### config.mk
export PLATFORM = sky130hd
export DESIGN_NAME = gmii_tx_scheduler
export DESIGN_NICKNAME = d
export VERILOG_FILES = /design/src/rtl/gmii_tx_pkg.sv /design/src/rtl/gmii_tx_scheduler_arb.sv /design/src/rtl/gmii_tx_scheduler.sv
export SDC_FILE = /design/constraint.sdc
export NUM_CORES = 1
export LEC_CHECK = 0
export CORE_MARGIN = 2
export CORE_UTILIZATION = 38
export CTS_BUF_LIST = sky130_fd_sc_hd__clkbuf_8
export DETAILED_ROUTE_END_ITERATION = 8
export DONT_BUFFER_PORTS = 1
export GPL_TIMING_DRIVEN = 0
export PLACE_DENSITY = 0.58
export SLEW_MARGIN = 20
export SYNTH_ARGS = -nofsm -noshare
export SYNTH_HDL_FRONTEND = slang
export SYNTH_SLANG_ARGS = --single-unit
### constraint.sdc
create_clock -name gmii_tx_clk -period 1.85 [get_ports gmii_tx_clk]
set_clock_uncertainty 0.05 [all_clocks]
set_input_delay 0.2775 -clock gmii_tx_clk [delete_from_list [all_inputs] [get_ports gmii_tx_clk]]
set_output_delay 0.2775 -clock gmii_tx_clk [all_outputs]
set_load 0.005 [all_outputs]
### src/rtl/gmii_tx_pkg.sv
// Shared types and constants for the GMII transmit scheduler.
package gmii_tx_pkg;

    typedef enum logic [2:0] {
        IDLE,
        PREAMBLE,
        DATA,
        FLUSH,
        IFG
    } tx_state_e;

    localparam logic [7:0] PREAMBLE_BYTE = 8'h55;
    localparam logic [7:0] SFD_DEFAULT   = 8'hD5;

    function automatic logic [3:0] sat_inc4(input logic [3:0] v);
        return (v == 4'hF) ? v : v + 4'd1;
    endfunction

    function automatic logic [7:0] sat_inc8(input logic [7:0] v);
        return (v == 8'hFF) ? v : v + 8'd1;
    endfunction

endpackage

### src/rtl/gmii_tx_scheduler_arb.sv
// Two-way round-robin arbiter: a lone requester wins, a tie goes to the
// requester that did not win last time.
module rr_arbiter2
    import gmii_tx_pkg::*;
(
    input  logic [1:0] req,
    input  logic       last_grant,
    input  logic       enable,
    output logic       gnt_valid,
    output logic       gnt_idx
);

    // Winner selection is purely combinational; the caller registers the result.
    always_comb begin
        gnt_valid = enable && (req != 2'b00);
        gnt_idx   = 1'b0;
        unique case (req)
            2'b01:   gnt_idx = 1'b0;
            2'b10:   gnt_idx = 1'b1;
            2'b11:   gnt_idx = ~last_grant;
            default: gnt_idx = 1'b0;
        endcase
    end

endmodule

### src/rtl/gmii_tx_scheduler.sv
// Two-requester GMII transmit scheduler: frame-level round-robin, preamble/SFD
// insertion, payload streaming, underrun abort with flush, inter-frame gap.
module gmii_tx_scheduler
    import gmii_tx_pkg::*;
#(
    parameter int unsigned PREAMBLE_LEN = 7,
    parameter int unsigned IFG_LEN      = 12,
    parameter logic [7:0]  SFD_BYTE     = SFD_DEFAULT
) (
    input  logic       gmii_tx_clk,
    input  logic       reset,
    input  logic       req0_valid,
    input  logic [7:0] req0_data,
    input  logic       req0_last,
    output logic       req0_ready,
    input  logic       req1_valid,
    input  logic [7:0] req1_data,
    input  logic       req1_last,
    output logic       req1_ready,
    output logic [7:0] gmii_txd,
    output logic       gmii_tx_en,
    output logic       gmii_tx_er,
    output logic       busy,
    output logic       grant,
    output logic       frame_done,
    output logic       underrun
);

    localparam logic [3:0] PRE_LAST = 4'(PREAMBLE_LEN);
    localparam logic [7:0] IFG_LAST = 8'(IFG_LEN - 1);

    tx_state_e  state_q;
    logic       grant_q;
    logic       last_grant_q;
    logic       aborted_q;
    logic [3:0] pre_cnt_q;
    logic [7:0] ifg_cnt_q;
    logic [7:0] txd_q;
    logic       en_q;
    logic       er_q;
    logic       done_q;
    logic       underrun_q;

    logic       sel_valid;
    logic [7:0] sel_data;
    logic       sel_last;
    logic       in_payload;
    logic       arb_enable;
    logic       arb_valid;
    logic       arb_idx;

    assign sel_valid  = grant_q ? req1_valid : req0_valid;
    assign sel_data   = grant_q ? req1_data  : req0_data;
    assign sel_last   = grant_q ? req1_last  : req0_last;

    assign in_payload = (state_q == DATA) || (state_q == FLUSH);
    assign req0_ready = in_payload && (grant_q == 1'b0);
    assign req1_ready = in_payload && (grant_q == 1'b1);

    assign arb_enable = (state_q == IDLE);

    assign gmii_txd   = txd_q;
    assign gmii_tx_en = en_q;
    assign gmii_tx_er = er_q;
    assign busy       = (state_q != IDLE);
    assign grant      = grant_q;
    assign frame_done = done_q;
    assign underrun   = underrun_q;

    rr_arbiter2 u_arb (
        .req        ({req1_valid, req0_valid}),
        .last_grant (last_grant_q),
        .enable     (arb_enable),
        .gnt_valid  (arb_valid),
        .gnt_idx    (arb_idx)
    );

    // Frame sequencer: owns every registered GMII output and status pulse.
    always_ff @(posedge gmii_tx_clk) begin
        if (reset) begin
            state_q      <= IDLE;
            grant_q      <= 1'b0;
            last_grant_q <= 1'b1;
            aborted_q    <= 1'b0;
            pre_cnt_q    <= '0;
            ifg_cnt_q    <= '0;
            txd_q        <= '0;
            en_q         <= 1'b0;
            er_q         <= 1'b0;
            done_q       <= 1'b0;
            underrun_q   <= 1'b0;
        end else begin
            done_q     <= 1'b0;
            underrun_q <= 1'b0;
            unique case (state_q)
                IDLE: begin
                    er_q <= 1'b0;
                    if (arb_valid) begin
                        grant_q      <= arb_idx;
                        last_grant_q <= arb_idx;
                        txd_q        <= PREAMBLE_BYTE;
                        en_q         <= 1'b1;
                        pre_cnt_q    <= 4'd1;
                        state_q      <= PREAMBLE;
                    end else begin
                        txd_q <= '0;
                        en_q  <= 1'b0;
                    end
                end
                PREAMBLE: begin
                    en_q <= 1'b1;
                    er_q <= 1'b0;
                    if (pre_cnt_q == PRE_LAST) begin
                        txd_q   <= SFD_BYTE;
                        state_q <= DATA;
                    end else begin
                        txd_q     <= PREAMBLE_BYTE;
                        pre_cnt_q <= sat_inc4(pre_cnt_q);
                    end
                end
                DATA: begin
                    en_q <= 1'b1;
                    if (sel_valid) begin
                        txd_q <= sel_data;
                        er_q  <= 1'b0;
                        if (sel_last) begin
                            aborted_q <= 1'b0;
                            ifg_cnt_q <= '0;
                            state_q   <= IFG;
                        end
                    end else begin
                        txd_q      <= '0;
                        er_q       <= 1'b1;
                        underrun_q <= 1'b1;
                        state_q    <= FLUSH;
                    end
                end
                FLUSH: begin
                    txd_q <= '0;
                    en_q  <= 1'b0;
                    er_q  <= 1'b0;
                    if (sel_valid && sel_last) begin
                        aborted_q <= 1'b1;
                        ifg_cnt_q <= '0;
                        state_q   <= IFG;
                    end
                end
                IFG: begin
                    txd_q <= '0;
                    en_q  <= 1'b0;
                    er_q  <= 1'b0;
                    if ((ifg_cnt_q == 8'd0) && !aborted_q) begin
                        done_q <= 1'b1;
                    end
                    if (ifg_cnt_q == IFG_LAST) begin
                        state_q <= IDLE;
                    end else begin
                        ifg_cnt_q <= sat_inc8(ifg_cnt_q);
                    end
                end
                default: begin
                    txd_q   <= '0;
                    en_q    <= 1'b0;
                    er_q    <= 1'b0;
                    state_q <= IDLE;
                end
            endcase
        end
    end

endmodule

; ---- Word-level counts from Yosys, hierarchy flattened
; Cells that the tools add are included.
[word_totals]
out_inout_bits = 16
word_cells = 92
reg_bits = 29
in_bits = 22
[classes]
n_reduce_logical = 22
bitwise_logic = 4
eq_ne = 21
muxes = 33
n_addsub = 2
[op_table]
columns = cell, count
row1 = $mux W8, 8
row2 = $pmux W8 S3, 2
row3 = $mux W3, 6
row4 = $ne A2 B2 Y1 const B, 9
row5 = $pmux W3 S5, 1
row6 = $mux W4, 3
row7 = $add A8 B1 Y8 const B, 1
row8 = $eq A8 B4 Y1 const B, 1
row9 = $eq A8 B8 Y1 const B, 1
row10 = $logic_not A8 Y1, 1
row11 = $mux W1, 8
row12 = $pmux W4 S2, 1
row13 = $reduce_and A4 Y1, 2
row14 = $mux W7, 1
row15 = $eq A3 B2 Y1 const B, 2
row16 = $pmux W1 S2, 3
row17 = $reduce_and A6 Y1, 1
row18 = $reduce_bool A2 Y1, 3
row19 = $reduce_bool A3 Y1, 2
row20 = $reduce_or A2 Y1, 3
row21 = $logic_and A1 B1 Y1, 5
row22 = $reduce_and A5 Y1, 1
row23 = $add A4 B1 Y4 const B, 1
row24 = $eq A2 B2 Y1 const B, 2
row25 = other kinds (11), 14

; ---- Depth between registers and ports, before layout
; Gate-level depths: netlist of run 1.
[depth]
depth_word = 4
depth_mapped = 6
mapped_depth_nobuf = 5

; ---- Hierarchy
; From an unflattened synthesis of run 1, not the netlist that was laid out.
[hier_totals]
cells_unflattened = 177
area_unflattened_um2 = 1531.5
[by_module_without_submodules]
columns = module, seq_area_each_um2, cells_each, n_inst, area_each_um2
row1 = gmii_tx_scheduler, 580.6, 175, 1, 1512.7
row2 = rr_arbiter2, 0.0, 2, 1, 18.8

; ---- Worst setup path before layout of run 1
; No wires, ideal clock.
[synth_timing]
kind = reg-to-reg
startpoint = register state_q[1]
endpoint = register ifg_cnt_q[0]
setup_slack_ns = 0.082
period_less_slack_ns = 1.768
required_ns = 1.712
n_path_buf = 2
stages_incl_launch_ff = 7
t_arrival_ns = 1.631
setup_time_ns = 0.088
cell_sequence = dfxtp_1 buf_2 or3b_1 buf_2 a31o_4 or4_1 o31ai_1
[synth_via]
elab_chain_len = 3
elab_cells_between_ends = 11
classes_between = eq/ne (8) / mux (1) / reduce/logical (2)
[synth_lines]
columns = item, line_no
row1 = from (decl), gmii_tx_scheduler.sv:32  ; tx_state_e state_q;
row2 = from (signal assigned), gmii_tx_scheduler.sv:81  ; state_q <= IDLE;
row3 = from (signal assigned), gmii_tx_scheduler.sv:104  ; state_q <= PREAMBLE;
row4 = from (signal assigned), gmii_tx_scheduler.sv:115  ; state_q <= DATA;
row5 = $eq A3 B3 Y1 or $eq A3 B2 Y1 (tied branches), gmii_tx_scheduler.sv:95  ; unique case (state_q)
row6 = $ne A2 B2 Y1 (no source line) (tied with other cells), n/a
row7 = $reduce_and A6 Y1 (no source line), n/a
row8 = to (signal assigned), gmii_tx_scheduler.sv:158  ; ifg_cnt_q <= sat_inc8(ifg_cnt_q);
row9 = to (decl), gmii_tx_scheduler.sv:37  ; logic [7:0] ifg_cnt_q;
; Several ways; a longest one is shown, not always the timed one.
; A chain may end at the register's enable or synchronous reset.

; ---- Worst setup path after layout of run 1
[layout_timing]
startpoint = register grant_q (netlist: grant)
endpoint = register state_q[0]
[layout_via]
elab_chain_len = 4
elab_cells_between_ends = 8
classes_between = eq/ne (2) / mux (4) / reduce/logical (2)
[layout_lines]
columns = item, line_no
row1 = from (decl), gmii_tx_scheduler.sv:33  ; logic grant_q;
row2 = from (signal assigned), gmii_tx_scheduler.sv:99  ; grant_q <= arb_idx;
row3 = $mux W1 (on tied branches), "gmii_tx_scheduler.sv:52, gmii_tx_scheduler.sv:54"
row4 = $logic_and A1 B1 Y1, gmii_tx_scheduler.sv:142  ; if (sel_valid && sel_last) begin
row5 = $ne A2 B1 Y1 (no source line), n/a
row6 = $reduce_and A5 Y1 (no source line), n/a
row7 = to (signal assigned), gmii_tx_scheduler.sv:135  ; state_q <= FLUSH;
row8 = to (signal assigned), gmii_tx_scheduler.sv:145  ; state_q <= IFG;
row9 = to (signal assigned), gmii_tx_scheduler.sv:156  ; state_q <= IDLE;
; Several ways; a longest one is shown, not always the timed one.

==> impl_metrics.ini, run 1 <==
[sta]
period_share_pct = 98.7
maxSlewHeadroom_pct = 60.3
slew_viol_final = 0
timing.final.crit_period_ps = 1830
tightest_slew_ps = 595
rsz0062_at_grt = false
setup_viol = 0
max_freq_ghz = 0.548
finalHoldViolations = 0

[clock_network]
numCtsBuffers = 5
clock-sinks = 29
ctsHoldBuffers = 0
clk_pin_slew_worst_paths_ps = 70
h-tree-depth = 2
clock-root-buffer = clkbuf_8
clock_latency_ps = 290
cts_tree = yes
clock_path_buffers = 2

[yosys]
yosys-top-cells-count = dfxtp_1, nor2_1, a21oi_1
yosys.area.top_type = dfxtp_1
synth_cell_type_count = 48
synth_edf_count = 0
synthFlopType = dfxtp_1
yosysSeqAreaShare_pct = 39.0
synthesis.area_sq_um = 1490
syn-instance-count = 171
avgSynthCellArea_sq_um = 8.70
synth_seq_cells = 29
syn-num-nets = 196
synthTopCellsByArea = dfxtp_1, mux2_2, nor2_1
yosysMostFrequentCell = dfxtp_1
ys_async_sr_fraction_pct = 0
synth_top_area_share_pct = 39.0
yosysWarnings = 0

[finish]
layout.nets = 203
diodes = 0
drive_gt1_share_pct = 21.2
areaGrowthSynthToFinish_pct = 15.1
final_area_sq_um = 1710

[worst_setup_path]
worstPathMaxFanout = 6
worst_setup_path_end_kind = flop
arrival_ps = 1950
start_kind = flop
critPathKind = flop to flop
worstPathRequired_ps = 1980

[die]
die_w_um = 66.6
start_util_pct = 40.0
die_y_um = 66.6
core_sq_um = 3720
pin_count = 38
fp.dieArea_sq_um = 4430
rows = 22

[global_routing]
grt_usage_pct = 17.9
grt_start_max_net_pins = 12
antenna_found_initial = 0
overflow = 0
grt_first_pass_wirelength_um = 6020
grt_pass1_vias = 1311

[placement]
port-buffer-count = 0
dp_hpwl_um = 2580
dpl-instance-area_sq_um = 1550
routabilityCongestion = 0.857

[power_and_ir_drop]
p_clk_share_pct = 28.2
power_w = 0.00189
comb_power_share_pct = 29.8
p_seq_share_pct = 42.0
vdd_drop_max_v = 0.000576
p_sw_share_pct = 35.2
p_per_area_nw_per_um2 = 1100
p_int_w = 0.00122
p_switching_w = 0.000664
p_leak_nw = 0.615

[drt]
wl_per_cell_um = 16.1
drt-total-wl_um = 3660
viasPerCell = 5.73
drt-initial-drc-count = 48
vias = 1300
drtPass1Iterations = 4
ant_nets = 0
drc = 0

[flow_run]
drv_cap = 0

[hold_path]
hp-class = input port to flop

[outcome]
status = complete, no violations
[stage by stage]
| step | TNS (ps) | util [%] | cells | setup WS [ps] | hold slack [ps] |
|---|---|---|---|---|---|
| global placement | -469 | 41.6 | 219 | -162 | 379 |
| detailed placement | -919 | 41.6 | 219 | -235 | 384 |
| floorplan | 0 | - | 171 | 81.6 | 371 |
| global route | 0 | 46.1 | 227 | 7.14 | 109 |
| finish | 0 | 46.1 | 227 | 24.1 | 96.9 |
| CTS | 0 | 45.1 | 228 | 1.25 | 89.4 |
[timing repair]
item                                   in CTS  in global routing
gates resized for setup                     9                 13
setup endpoints to repair                   6                 11
pin swaps                                   0                  1
endpoints found under the hold margin       0                  0
setup buffers                               2                  0
[worst paths after layout]
kind | startpoint | endpoint | slack (ps) | cells past startpoint
worst max-delay path | grant | state_q[0] | 20 | 4
worst min-delay path | req0_data[3] | gmii_txd[3] | 100 | 2
worst max register to register | grant | state_q[0] | 20 | 4
worst min register to register | last_grant_q | last_grant_q | 450 | 1
[sequential cells by signal, indices dropped and copies added, names as in the netlist, 3 cells and up]
register / cells
pre_cnt_q: 4
ifg_cnt_q: 8
state_q: 3
gmii_txd: 8
[metal layers]
metal	global-route usage, %	up-vias	part of all wire, %
li1	-	644	-
met5	0	-	0
met2	30.8	26	54
met3	5.74	10	2.5
met1	20.2	620	40
met4	7.91	0	2.7
[critical path, stage by stage, from the launching register on]
cell	delay [ps]
dfxtp_2	400
mux2_2	390
o21a_1	220
a211oi_2	290
mux2_2	370
[cells in the final DEF, fill, tap and decap left out, types with 2 or more instances in the layout]
| cell type | n |
|---|---|
| nand2_1 | 9 |
| clkbuf_8 | 5 |
| dfxtp_2 | 3 |
| a21oi_1 | 13 |
| buf_1 | 2 |
| dfxtp_1 | 26 |
| nand3b_1 | 2 |
| and3_1 | 2 |
| inv_1 | 5 |
| mux2i_1 | 4 |
| clkbuf_1 | 2 |
| nand3_1 | 5 |
| a211o_1 | 2 |
| mux2_2 | 7 |
| o32ai_1 | 2 |
| a311oi_1 | 3 |
| nand2b_1 | 4 |
| and2_1 | 3 |
| buf_4 | 3 |
| clkinvlp_4 | 3 |
| nor3_1 | 4 |
| or4_1 | 2 |
| ha_1 | 3 |
| nor2_1 | 20 |
| nor3b_2 | 2 |
| a31oi_1 | 2 |
| nor3_2 | 2 |
| nor2b_1 | 2 |
| o31ai_1 | 2 |
| o211ai_1 | 3 |
| o21ai_0 | 3 |
[power by group through the flow]
stage	clock network (W)	logic [W]	registers, W
6_report	0.000532	0.000563	0.000792
3_5_place_dp	0	0.000528	0.000784
2_1_floorplan	0	0.000428	0.000768
4_1_cts	0.000542	0.000535	0.000785
3_3_place_gp	0	0.000510	0.000784
5_1_grt	0.000571	0.000628	0.000802
[cell type report]
cell class	count	area, sq um
tap	48	60.1
timing repair buffer	2	15.0
buffer	7	38.8
clock inverter	3	22.5
fill	372	2000
clock buffer	5	68.8
inverter	5	18.8
multi-input combinational	128	905
sequential	29	584
[cells by family (layout without fill, tap and decap cells)]
kind of cell               count (synthesis)  after routing  share of synthesized area, %
and+or+nand+nor                           66             66                          23.1
adders and majority gates                  3              3                          2.52
DFF                                       29             29                          39.0
muxes                                     11             11                          7.99
xor gates and xnor gates                   1              1                         0.589
buffers and inverters                     14             22                          4.21
AOI/OAI and AO/OA                         47             47                          22.5
No activity file was read; power rests on OpenSTA's default activity.
==> run 2: changes to the inputs <==
==> constraint.sdc (replaced) <==
create_clock -name gmii_tx_clk -period 1.85 [get_ports gmii_tx_clk]
set_clock_uncertainty 0.05 [all_clocks]
set_input_delay 0.2775 -clock gmii_tx_clk [delete_from_list [all_inputs] [get_ports gmii_tx_clk]]
set_output_delay 0.2775 -clock gmii_tx_clk [all_outputs]
set_load 0.1 [all_outputs]
==> run 2 against run 1 <==
Effect of this change:
- the flow now finishes with violations (negative setup slack)
- die area did not move
- sequential share of layout area fell by 1.3 points
- fmax fell by 2.4%
- critical path type unchanged
- highest routed layer unchanged
==> impl_metrics.ini, run 2 (synthesized netlist as in run 1, its figures left out) <==
[die]
die_w_um = 66.6
start_util_pct = 40.0
core_sq_um = 3720
die_y_um = 66.6
pin_count = 38
rows = 22
fp.dieArea_sq_um = 4430

[worst_setup_path]
cp_top_family = simple AND/OR/NAND/NOR gates
crit_chain = buf_6 > or3b_1 > buf_6 > a31o_4 > or4_4 > o31ai_2
endpoint = ifg_cnt_q[0]
crit_slowest_cell = or4_4
cp_slowest_stage_delay_ps = 480
critPathLaunch = state_q[1]
r2r-start = state_q[1]
critPathKind = flop to flop
r2r_cells = 6
worst_setup_path_end_kind = flop
cpMostUsedCell = buf_6
worstPathMaxFanout = 9
reg2reg_to = ifg_cnt_q[0]
worst-path-buf-inv = 2
worstPathRequired_ps = 1990
cp.depth = 6
r2r_slack_ps = -20
start_kind = flop
arrival_ps = 2010

[clock_network]
clock-sinks = 29
cts_tree = yes
clock_latency_ps = 280
numCtsBuffers = 5
clock-root-buffer = clkbuf_8
h-tree-depth = 2
ctsHoldBuffers = 0
clock_path_buffers = 2
clk_pin_slew_worst_paths_ps = 60

[sta]
slew_viol_final = 0
maxSlewHeadroom_pct = 36.4
setup_viol = 1
max_freq_ghz = 0.534
fin_tns_setup_ps = -21.2
timing.final.crit_period_ps = 1870
tightest_slew_ps = 952
whs_ps = 105
setup_slack_ps = -21.2
period_share_pct = 101
rsz0062_at_grt = true
finalHoldViolations = 0

[global_routing]
grt_start_max_net_pins = 11
grt_first_pass_wirelength_um = 5840
overflow = 0
antenna_found_initial = 0
grt_usage_pct = 17.7
grt_pass1_vias = 1254

[drt]
drt-initial-drc-count = 57
ant_nets = 0
drc = 0
viasPerCell = 5.72
drt-total-wl_um = 3740
wl_per_cell_um = 16.1
vias = 1332
drtPass1Iterations = 4

[placement]
place_ws_ps = -295
dp_hpwl_um = 2650
dpl-instance-area_sq_um = 1570
routabilityCongestion = 0.755
port-buffer-count = 0

[finish]
layout.nets = 209
areaGrowthSynthToFinish_pct = 20.3
drive_gt1_share_pct = 23.2
diodes = 0
layout.cells.most_common = dfxtp_1
final_area_sq_um = 1790
layout_common_cells = dfxtp_1, nor2_1, a21oi_1

[hold_path]
hp-class = input port to flop
holdPathStages = 2

[power_and_ir_drop]
vdd_drop_max_v = 0.000639
p_leak_nw = 0.665
p_per_area_nw_per_um2 = 1370

[outcome]
status = finished with violations
failed_checks = negative setup slack

[flow_run]
drv_cap = 0
run 2: metal layers:
metal / part of all wire (%) / track usage, % / vias to the layer above
met3: 6.1 / 6.59 / 9
met4: 1.4 / 6.38 / 0
met5: 0 / 0 / -
met1: 42 / 21.1 / 626
met2: 50 / 29.1 / 32
li1: - / - / 665
run 2: how the worst min path moves through the flow:
stage	slack (ps)	endpoint	from
6_report	110	gmii_txd[1]	req0_data[1]
5_1_grt	110	gmii_txd[1]	req0_data[1]
4_1_cts	100	gmii_txd[1]	req0_data[1]
3_5_place_dp	380	gmii_txd[1]	req0_data[1]
3_3_place_gp	380	gmii_txd[3]	req0_data[3]
2_1_floorplan	370	gmii_txd[1]	req0_data[1]
run 2: report_power, final:
part           internal, W  switching (W)
Sequential        0.000715       0.000401
Combinational     0.000297       0.000508
Clock             0.000291       0.000229
Total              0.00130        0.00114
run 2: cell type report:
class	instances	area, sq um
Clock inverter	2	7.51
Inverter	5	21.3
Tap cell	48	60.1
Timing Repair Buffer	6	48.8
Buffer	9	67.6
Multi-Input combinational cell	128	915
Fill cell	371	1930
Sequential cell	29	587
Clock buffer	6	82.6
run 2: metrics by stage:
step                std cells  total power, W  utilization (%)
floorplan                 171         0.00171                -
detailed placement        219         0.00183             42.1
finish                    233         0.00244             48.1
global route              233         0.00256             48.1
CTS                       228         0.00241             46.1
global placement          219         0.00181             42.1
run 2: repair_timing:
action / in CTS / in global routing
setup endpoints to repair: 16 / 12
resized for setup: 17 / 10
buffers inserted: 1 / 5
pin swaps: 2 / 4
